## src/rtl/window_gen_5x5_if.sv

```systemverilog
// window_gen_5x5_if: pixel-stream and window bus for window_gen_5x5.
// WINDOW_COORD_EN adds the window centre coordinates.
interface window_gen_5x5_if;
  logic [7:0]   pixel_in;
  logic         pixel_valid;
  logic         sof;
  logic [199:0] image_out;
  logic         window_valid;
  logic         frame_done;
`ifdef WINDOW_COORD_EN
  logic [15:0]  center_row;
  logic [15:0]  center_col;
`endif
  modport master(
    output pixel_in, pixel_valid, sof,
`ifdef WINDOW_COORD_EN
    input center_row, center_col,
`endif
    input image_out, window_valid, frame_done
  );
  modport slave(
    input pixel_in, pixel_valid, sof,
`ifdef WINDOW_COORD_EN
    output center_row, center_col,
`endif
    output image_out, window_valid, frame_done
  );
endinterface

```

## src/rtl/window_gen_5x5.sv

```systemverilog
// window_gen_5x5: raster pixel stream to 5x5 windows via 4 line buffers; WINDOW_COORD_EN adds centre coordinates.
module window_gen_5x5 #(
  parameter int IMG_WIDTH  = 64,
  parameter int IMG_HEIGHT = 64
) (
  input logic clk,
  input logic rst,
  window_gen_5x5_if.slave bus
);
  localparam int CW = $clog2(IMG_WIDTH);
  localparam int RW = $clog2(IMG_HEIGHT);
  typedef enum logic {FILL, RUN} state_t;
  state_t r_state, w_state_nxt;
  logic [CW-1:0] r_col, w_col, w_col_nxt;
  logic [RW-1:0] r_row, w_row, w_row_nxt;
  logic w_acc, w_last_col, w_last_row, w_win_ok;
  logic [7:0] r_lb [4][IMG_WIDTH];
  logic [7:0] r_win [5][5];
  logic [7:0] w_newcol [5];
  logic r_valid, r_done;
  assign w_acc = bus.pixel_valid;
  assign w_col = bus.sof ? '0 : r_col;
  assign w_row = bus.sof ? '0 : r_row;
  assign w_last_col = w_col == CW'(IMG_WIDTH - 1);
  assign w_last_row = w_row == RW'(IMG_HEIGHT - 1);
  // RUN tracks row>=4; columns below 4 would straddle a line wrap
  assign w_win_ok = w_acc && r_state == RUN && !bus.sof && w_col >= CW'(4);
  always_comb begin
    w_col_nxt = w_last_col ? '0 : w_col + 1'b1;
    w_row_nxt = !w_last_col ? w_row : w_last_row ? '0 : w_row + 1'b1;
    w_state_nxt = !w_acc ? r_state
                : (w_last_col && w_row == RW'(3)) ? RUN
                : (bus.sof || (w_last_col && w_last_row)) ? FILL
                : r_state;
    for (int k = 0; k < 4; k++) w_newcol[k] = r_lb[3-k][w_col];
    w_newcol[4] = bus.pixel_in;
  end
  always_ff @(posedge clk) begin
    if (w_acc && !rst) begin
      r_lb[0][w_col] <= bus.pixel_in;
      for (int k = 1; k < 4; k++) r_lb[k][w_col] <= r_lb[k-1][w_col];
    end
  end
  always_ff @(posedge clk) begin
    if (rst) begin
      r_state <= FILL;
      r_col   <= '0;
      r_row   <= '0;
      r_valid <= 1'b0;
      r_done  <= 1'b0;
      for (int i = 0; i < 5; i++)
        for (int j = 0; j < 5; j++) r_win[i][j] <= '0;
    end else begin
      r_state <= w_state_nxt;
      r_valid <= w_win_ok;
      r_done  <= w_acc && w_last_row && w_last_col;
      if (w_acc) begin
        r_col <= w_col_nxt;
        r_row <= w_row_nxt;
        for (int i = 0; i < 5; i++) begin
          for (int j = 0; j < 4; j++) r_win[i][j] <= r_win[i][j+1];
          r_win[i][4] <= w_newcol[i];
        end
      end
    end
  end
  for (genvar i = 0; i < 5; i++) begin : g_row
    for (genvar j = 0; j < 5; j++) begin : g_col
      assign bus.image_out[8*(i*5+j) +: 8] = r_win[i][j];
    end
  end
  assign bus.window_valid = r_valid;
  assign bus.frame_done   = r_done;
`ifdef WINDOW_COORD_EN
  logic [15:0] r_crow, r_ccol;
  always_ff @(posedge clk) begin
    if (rst) begin
      r_crow <= '0;
      r_ccol <= '0;
    end else if (w_win_ok) begin
      r_crow <= 16'(w_row) - 16'd2;
      r_ccol <= 16'(w_col) - 16'd2;
    end
  end
  assign bus.center_row = r_crow;
  assign bus.center_col = r_ccol;
`endif
endmodule

```

## src/flat_wrapper.sv

```systemverilog
// flat-port wrapper written by rule: the top's interface ports become plain ports
module window_gen_5x5_flat 
#(
  parameter int IMG_WIDTH  = 64,
  parameter int IMG_HEIGHT = 64
)
  (clk, rst, bus_pixel_in, bus_pixel_valid, bus_sof, bus_image_out, bus_window_valid, bus_frame_done);
  window_gen_5x5_if bus_i ();
  input logic clk;
  input logic rst;
  input wire logic [$bits(bus_i.pixel_in)-1:0] bus_pixel_in;
  input wire logic [$bits(bus_i.pixel_valid)-1:0] bus_pixel_valid;
  input wire logic [$bits(bus_i.sof)-1:0] bus_sof;
  output wire logic [$bits(bus_i.image_out)-1:0] bus_image_out;
  output wire logic [$bits(bus_i.window_valid)-1:0] bus_window_valid;
  output wire logic [$bits(bus_i.frame_done)-1:0] bus_frame_done;
  assign bus_i.pixel_in = bus_pixel_in;
  assign bus_i.pixel_valid = bus_pixel_valid;
  assign bus_i.sof = bus_sof;
  assign bus_image_out = bus_i.image_out;
  assign bus_window_valid = bus_i.window_valid;
  assign bus_frame_done = bus_i.frame_done;
  window_gen_5x5 #(.IMG_WIDTH(IMG_WIDTH), .IMG_HEIGHT(IMG_HEIGHT)) u_core (.clk(clk), .rst(rst), .bus(bus_i));
endmodule
```

## config.mk

```make
export PLATFORM = sky130hd
export DESIGN_NAME = window_gen_5x5_flat
export DESIGN_NICKNAME = d
export VERILOG_FILES = /design/src/rtl/window_gen_5x5_if.sv /design/src/rtl/window_gen_5x5.sv /design/src/flat_wrapper.sv
export SDC_FILE = /design/constraint.sdc
export NUM_CORES = 2
export LEC_CHECK = 0
export ABC_AREA = 1
export CORE_UTILIZATION = 45
export CTS_CLUSTER_SIZE = 8
export DETAILED_ROUTE_END_ITERATION = 10
export SLEW_MARGIN = 20
export SYNTH_ARGS = -nofsm -noshare
export SYNTH_HDL_FRONTEND = slang
export SYNTH_SLANG_ARGS = --single-unit
```

## constraint.sdc

```tcl
create_clock -name clk -period 9.3 [get_ports clk]
set_input_delay 0.93 -clock clk [delete_from_list [all_inputs] [get_ports clk]]
set_output_delay 0.93 -clock clk [all_outputs]
set_load 0.005 [all_outputs]
```

**After elaboration in Yosys (flattened, before gate mapping)**

Memories as Yosys holds them, arrays and structs flattened.
Index checks and enable logic that the tools add are counted.
Widths: inputs -> output; s select.

- Register bits: 15
- RAM bits: 2248
- Output and inout bits: 202
- Memories kept: 2
- Logic and storage cells: 108

Memory list:

| memory | depth | bits a word | rd ports | clocked after memory_dff | write ports | line | source |
|---|---|---|---|---|---|---|---|
| u_core.r_lb | 4 | 512 | 4 | 0 | 4 | window_gen_5x5.sv:17 | `logic [7:0] r_lb [4][IMG_WIDTH];` |
| u_core.r_win | 5 | 40 | 5 | 0 | 5 | window_gen_5x5.sv:18 | `logic [7:0] r_win [5][5];` |

- Add/subtract/negate cells: 2
- Equality and inequality tests: 3
- Reduce and logical (&&, ||, !) cells: 14
- Muxes and demuxes: 53
- Bitwise logic cells: 26
- $lt $le $gt $ge: 3

Operators with widths:

| kind | count |
|---|---|
| $mux 512 | 1 |
| $mux 8 | 34 |
| $bmux 8 s6 | 4 |
| $demux 8 s6 | 1 |
| $mux 6 | 5 |
| $or 1x1->1 | 25 |
| $add 6x1->6 const B | 2 |
| $eq 6x6->1 const B | 2 |
| $logic_and 1x1->1 | 9 |
| $mux 1 | 8 |
| $ge 7x7->1 const B | 1 |
| $lt 7x1->1 const B | 1 |
| $not 6->7 | 1 |
| $eq 6x2->1 const B | 1 |
| $ge 6x3->1 const B | 1 |
| $logic_not 1->1 | 2 |
| $reduce_and 2->1 | 1 |
| $reduce_bool 2->1 | 1 |
| $logic_or 1x1->1 | 1 |

**Longest topological paths before layout**

- Depth in word-level cells: 7
- Mapped depth: 17

**Worst setup path before layout**

No wires, ideal clock.

- Kind: in2reg
- Start point: input port bus_pixel_valid
- End point: memory u_core.r_win[0][0] in the netlist's numbering, enable pin
- Cell stages on the path: 2
- Data required time: 7518 ps
- Path slack: 2549 ps
- Arrival: 4969 ps
- Path through: nor2_1 clkinv_1

RTL lines:

| item | line | source |
|---|---|---|
| from (decl) | flat_wrapper.sv:12 | `input wire logic [$bits(bus_i.pixel_valid)-1:0] bus_pixel_valid;` |
| to (decl) | window_gen_5x5.sv:18 |  |

==> out/metrics.yaml <==
run_status:
  status: "finished, final reports clean"
setup_path:
  end_kind: "flop"
  critPathRequiredTime_ps: 9970
  cp-start-kind: "input pin"
  path_max_fanout: 47
  crit_slowest_cell: "clkdlybuf4s50_1"
  path_cells: "clkdlybuf4s50_1 > inv_4 > nand2_4 > nand2_1 > nor2_4 > buf_4 > nand2_1 > nand2_1 > nor2_1 > nand2_1 > nand3_1 > nand2_1 > nor2_1 > inv_2 > buf_4"
  crit_path_frequent_cell: "nand2_1"
  cp_num_buf_inv: 5
  worstSetupPathType: "in -> reg"
  crit_family: "buffers and inverters"
  crit_arrival_ps: 6740
  cp_slowest_stage_delay_ps: 860
detailed_routing:
  drc: 0
  wl_per_cell_um: 25.17
  vias_per_cell: 5.347
  vias: 65290
  ant_nets: 0
  wl_mm: 307.3
  drtPass1Iterations: 6
  drt-initial-drc-count: 8254
timing:
  slew_viol_final: 0
  setup_viol: 0
  rsz0062_at_grt: "false"
  tightest_slew_ps: 1200
  hold_viol_final: 0
  holdWs_ps: 481.6
  slew_headroom_pct: 19.98
  skew_ps: 73.19
  max_freq_mhz: 164.7
  setup_ws_ps: 3229
  finalCriticalPeriod_ps: 6071
  fin_crit_sh_pct: 65.28
  tns_ps: 0
clock_network:
  clock_path_buffers: 4
  clock_latency_ps: 960
  cts-root-buf: "clkbuf_16"
  path_clk_slew_ps: 50
  post_cts_buffers: 0
  cts_buffers: 333
  post_cts_resize_count: 0
  cts_tree: "done"
  htree_levels: 5
  numClockSinks: 2263
  hold_buffers: 0
yosys:
  synth_area_leader_cell: "edfxtp_1"
  synth_area_um2: 94960
  synth.top_cell.area_share_pct: 71.09
  postSynthRegisterBits: 2263
  ys_top_cells_by_area: "edfxtp_1 (71%), nand2_1 (14%), inv_1 (5.2%)"
  synth.avg_cell_area_um2: 10.53
  syn-num-nets: 9035
  synth.distinct_cells: 32
  ys_warn_count: 0
  syn_inst: 9022
  ys_seq_area_share_pct: 71.41
grt:
  overflow: 0
  grt_max_degree: 150
  grt_pass1_wl_mm: 436.2
  grt_pass1_vias: 61770
  track_usage_pct: 28.72
  antenna_found_initial: 14
placed_design:
  placed_area_um2: 100800
  dpl_worst_slack_ps: 2454
  gp_congestion: 0.9292
  numPortBuffers: 213
  dpl.hpwl_mm: 169.5
worst_hold_path:
  hold_class: "reg -> reg"
cells_and_area:
  drive_gt1_share_pct: 6.881
  nNetsFinal: 9343
  syn2layout_area_growth_pct: 15.52
  final_area_um2: 109700
power:
  power.share.combinational_pct: 5.0
  power_density_nw_per_um2: 211.7
  p_sw_mw: 5.059
  power_frac_seq_pct: 49.4
  peakVddDrop_v: 0.0001424
  p_clk_share_pct: 45.6
  switching_share_pct: 21.79
  internal-power_mw: 18.16
  p_leak_nw: 45.57
floorplan:
  rows: 168
  die_w_um: 461.4
  start_util_pct: 45.31
  fp.coreArea_um2: 209600
  pin_count: 214
  die_h_um: 461.4
  die-area_um2: 212900
flow_run:
  drv_cap: 0
power groups by stage:
stage	logic (mW)	registers (mW)	clock network, mW
3_3_place_gp	1.14	11.7	0
4_1_cts	1.15	11.5	10.7
6_report	1.17	11.5	10.6
5_1_grt	1.24	11.5	11.1
3_5_place_dp	1.15	11.7	0
2_1_floorplan	0.533	11.7	0
worst reg2reg max path, stage by stage, from the launching register on:
cell     delay, ps
dfxtp_4        630
buf_4          530
nand2_8        480
buf_4          610
buf_4          510
nand2_1        110
nand2_1         50
nand2_1         70
nand2_1         60
nand2_1         50
nand2_1        120
nand2_1         90
nand2_1        140
nor2_1         590
nand2_2        700
buf_12         420
logic make-up (layout without fill, tap and decap cells):
family / Yosys count / after routing / share of synthesized area [%]
AOI/OAI and AO/OA: 133 / 133 / 0.9342
adders and majority gates: 1 / 1 / 0.01317
buffers and inverters: 1727 / 2108 / 7.214
DFF: 2263 / 2263 / 71.41
other: 0 / 3 / 0
and+or+nand+nor: 4898 / 4898 / 20.43
layout by cell type (no fill, tap or decap), types with 3 or more instances in the layout:
cell and instances:
inv_4 5, buf_12 20, clkinv_2 3, nor3_1 5, diode_2 3, nor2_2 5
clkbuf_16 341, o211ai_1 80, nand3b_1 3, buf_16 3, o22ai_1 4, dfxtp_1 14
nor2_4 75, clkbuf_1 61, edfxtp_1 2248, nand3_1 746, o21ai_1 3, nor2_1 486
clkdlybuf4s50_1 205, nand4_1 3, nand2_4 3, o21ai_0 27, inv_1 1287, buf_2 8
nand2_1 3565, inv_2 18, a21oi_1 12, nand2_2 4, inv_6 6, buf_4 149
per-stage QoR:
step           power, mW  std cells  utilization, %
6_report           23.22      12210           52.34
5_1_grt            23.78      12210           52.34
4_1_cts            23.30      12210           52.32
3_5_place_dp       12.81      11800           48.12
3_3_place_gp       12.80      11800           48.09
2_1_floorplan      12.19       9022               -
worst paths after layout:
| path | from | to | slack, ps | depth (start not counted) |
|---|---|---|---|---|
| setup / recovery | bus_sof | u_core.r_lb[1][439]$_DFFE_PP_ | 3230 | 15 |
| hold / removal | u_core.r_row[3]$_SDFFE_PP0P_ | u_core.r_row[3]$_SDFFE_PP0P_ | 480 | 2 |
| setup reg to reg | u_core.r_col[0]$_SDFFE_PP0P_ | u_core.r_lb[1][16]$_DFFE_PP_ | 3800 | 15 |
| hold reg to reg | u_core.r_row[3]$_SDFFE_PP0P_ | u_core.r_row[3]$_SDFFE_PP0P_ | 480 | 2 |
area by class of cell:
class | instances | area [µm²]
fill | 18140 | 99880
sequential | 2263 | 67810
multi-input combinational | 5032 | 20890
clock buffer | 402 | 8762
inverter | 1315 | 4975
timing repair buffer | 385 | 3694
tap | 2805 | 3510
clock inverter | 6 | 45.04
antenna | 3 | 7.507
per-layer routing:
metal | wire, µm | vias up | GRT usage [%]
met5 | 249 | - | 0
met4 | 16010 | 12 | 14.09
met3 | 34650 | 697 | 6.533
met2 | 137300 | 3710 | 44.07
met1 | 119100 | 31410 | 38.46
li1 | - | 29460 | -
registers in the layout, indices dropped and copies added, names as in the netlist:
| register | flops |
|---|---|
| u_core.r_col | 6 |
| u_core.r_state | 1 |
| u_core.bus.frame_done | 1 |
| u_core.r_row | 6 |
| u_core.r_lb | 2048 |
| u_core.r_win | 200 |
| u_core.bus.window_valid | 1 |
synthesized netlist by cell type:
cell type and count:
nand2_1 3569, edfxtp_1 2248, inv_1 1309, nand3_1 746, nor2_1 556, buf_2 250
clkbuf_1 117, o211ai_1 80, buf_1 31, o21ai_0 27, dfxtp_1 15, buf_4 14
a21oi_1 13, nor2_2 7, nor3_1 5, nand2_2 4, o21ai_1 4, o22ai_1 4
inv_2 3, nand3b_1 3, nand4_1 3, nor2_4 3, clkinv_1 2, a211oi_1 1
a32o_1 1, ha_1 1, inv_4 1, nand3_2 1, nor4_1 1, o21bai_1 1
o221ai_1 1, o31ai_1 1
Power figures use the tool's default switching activity.
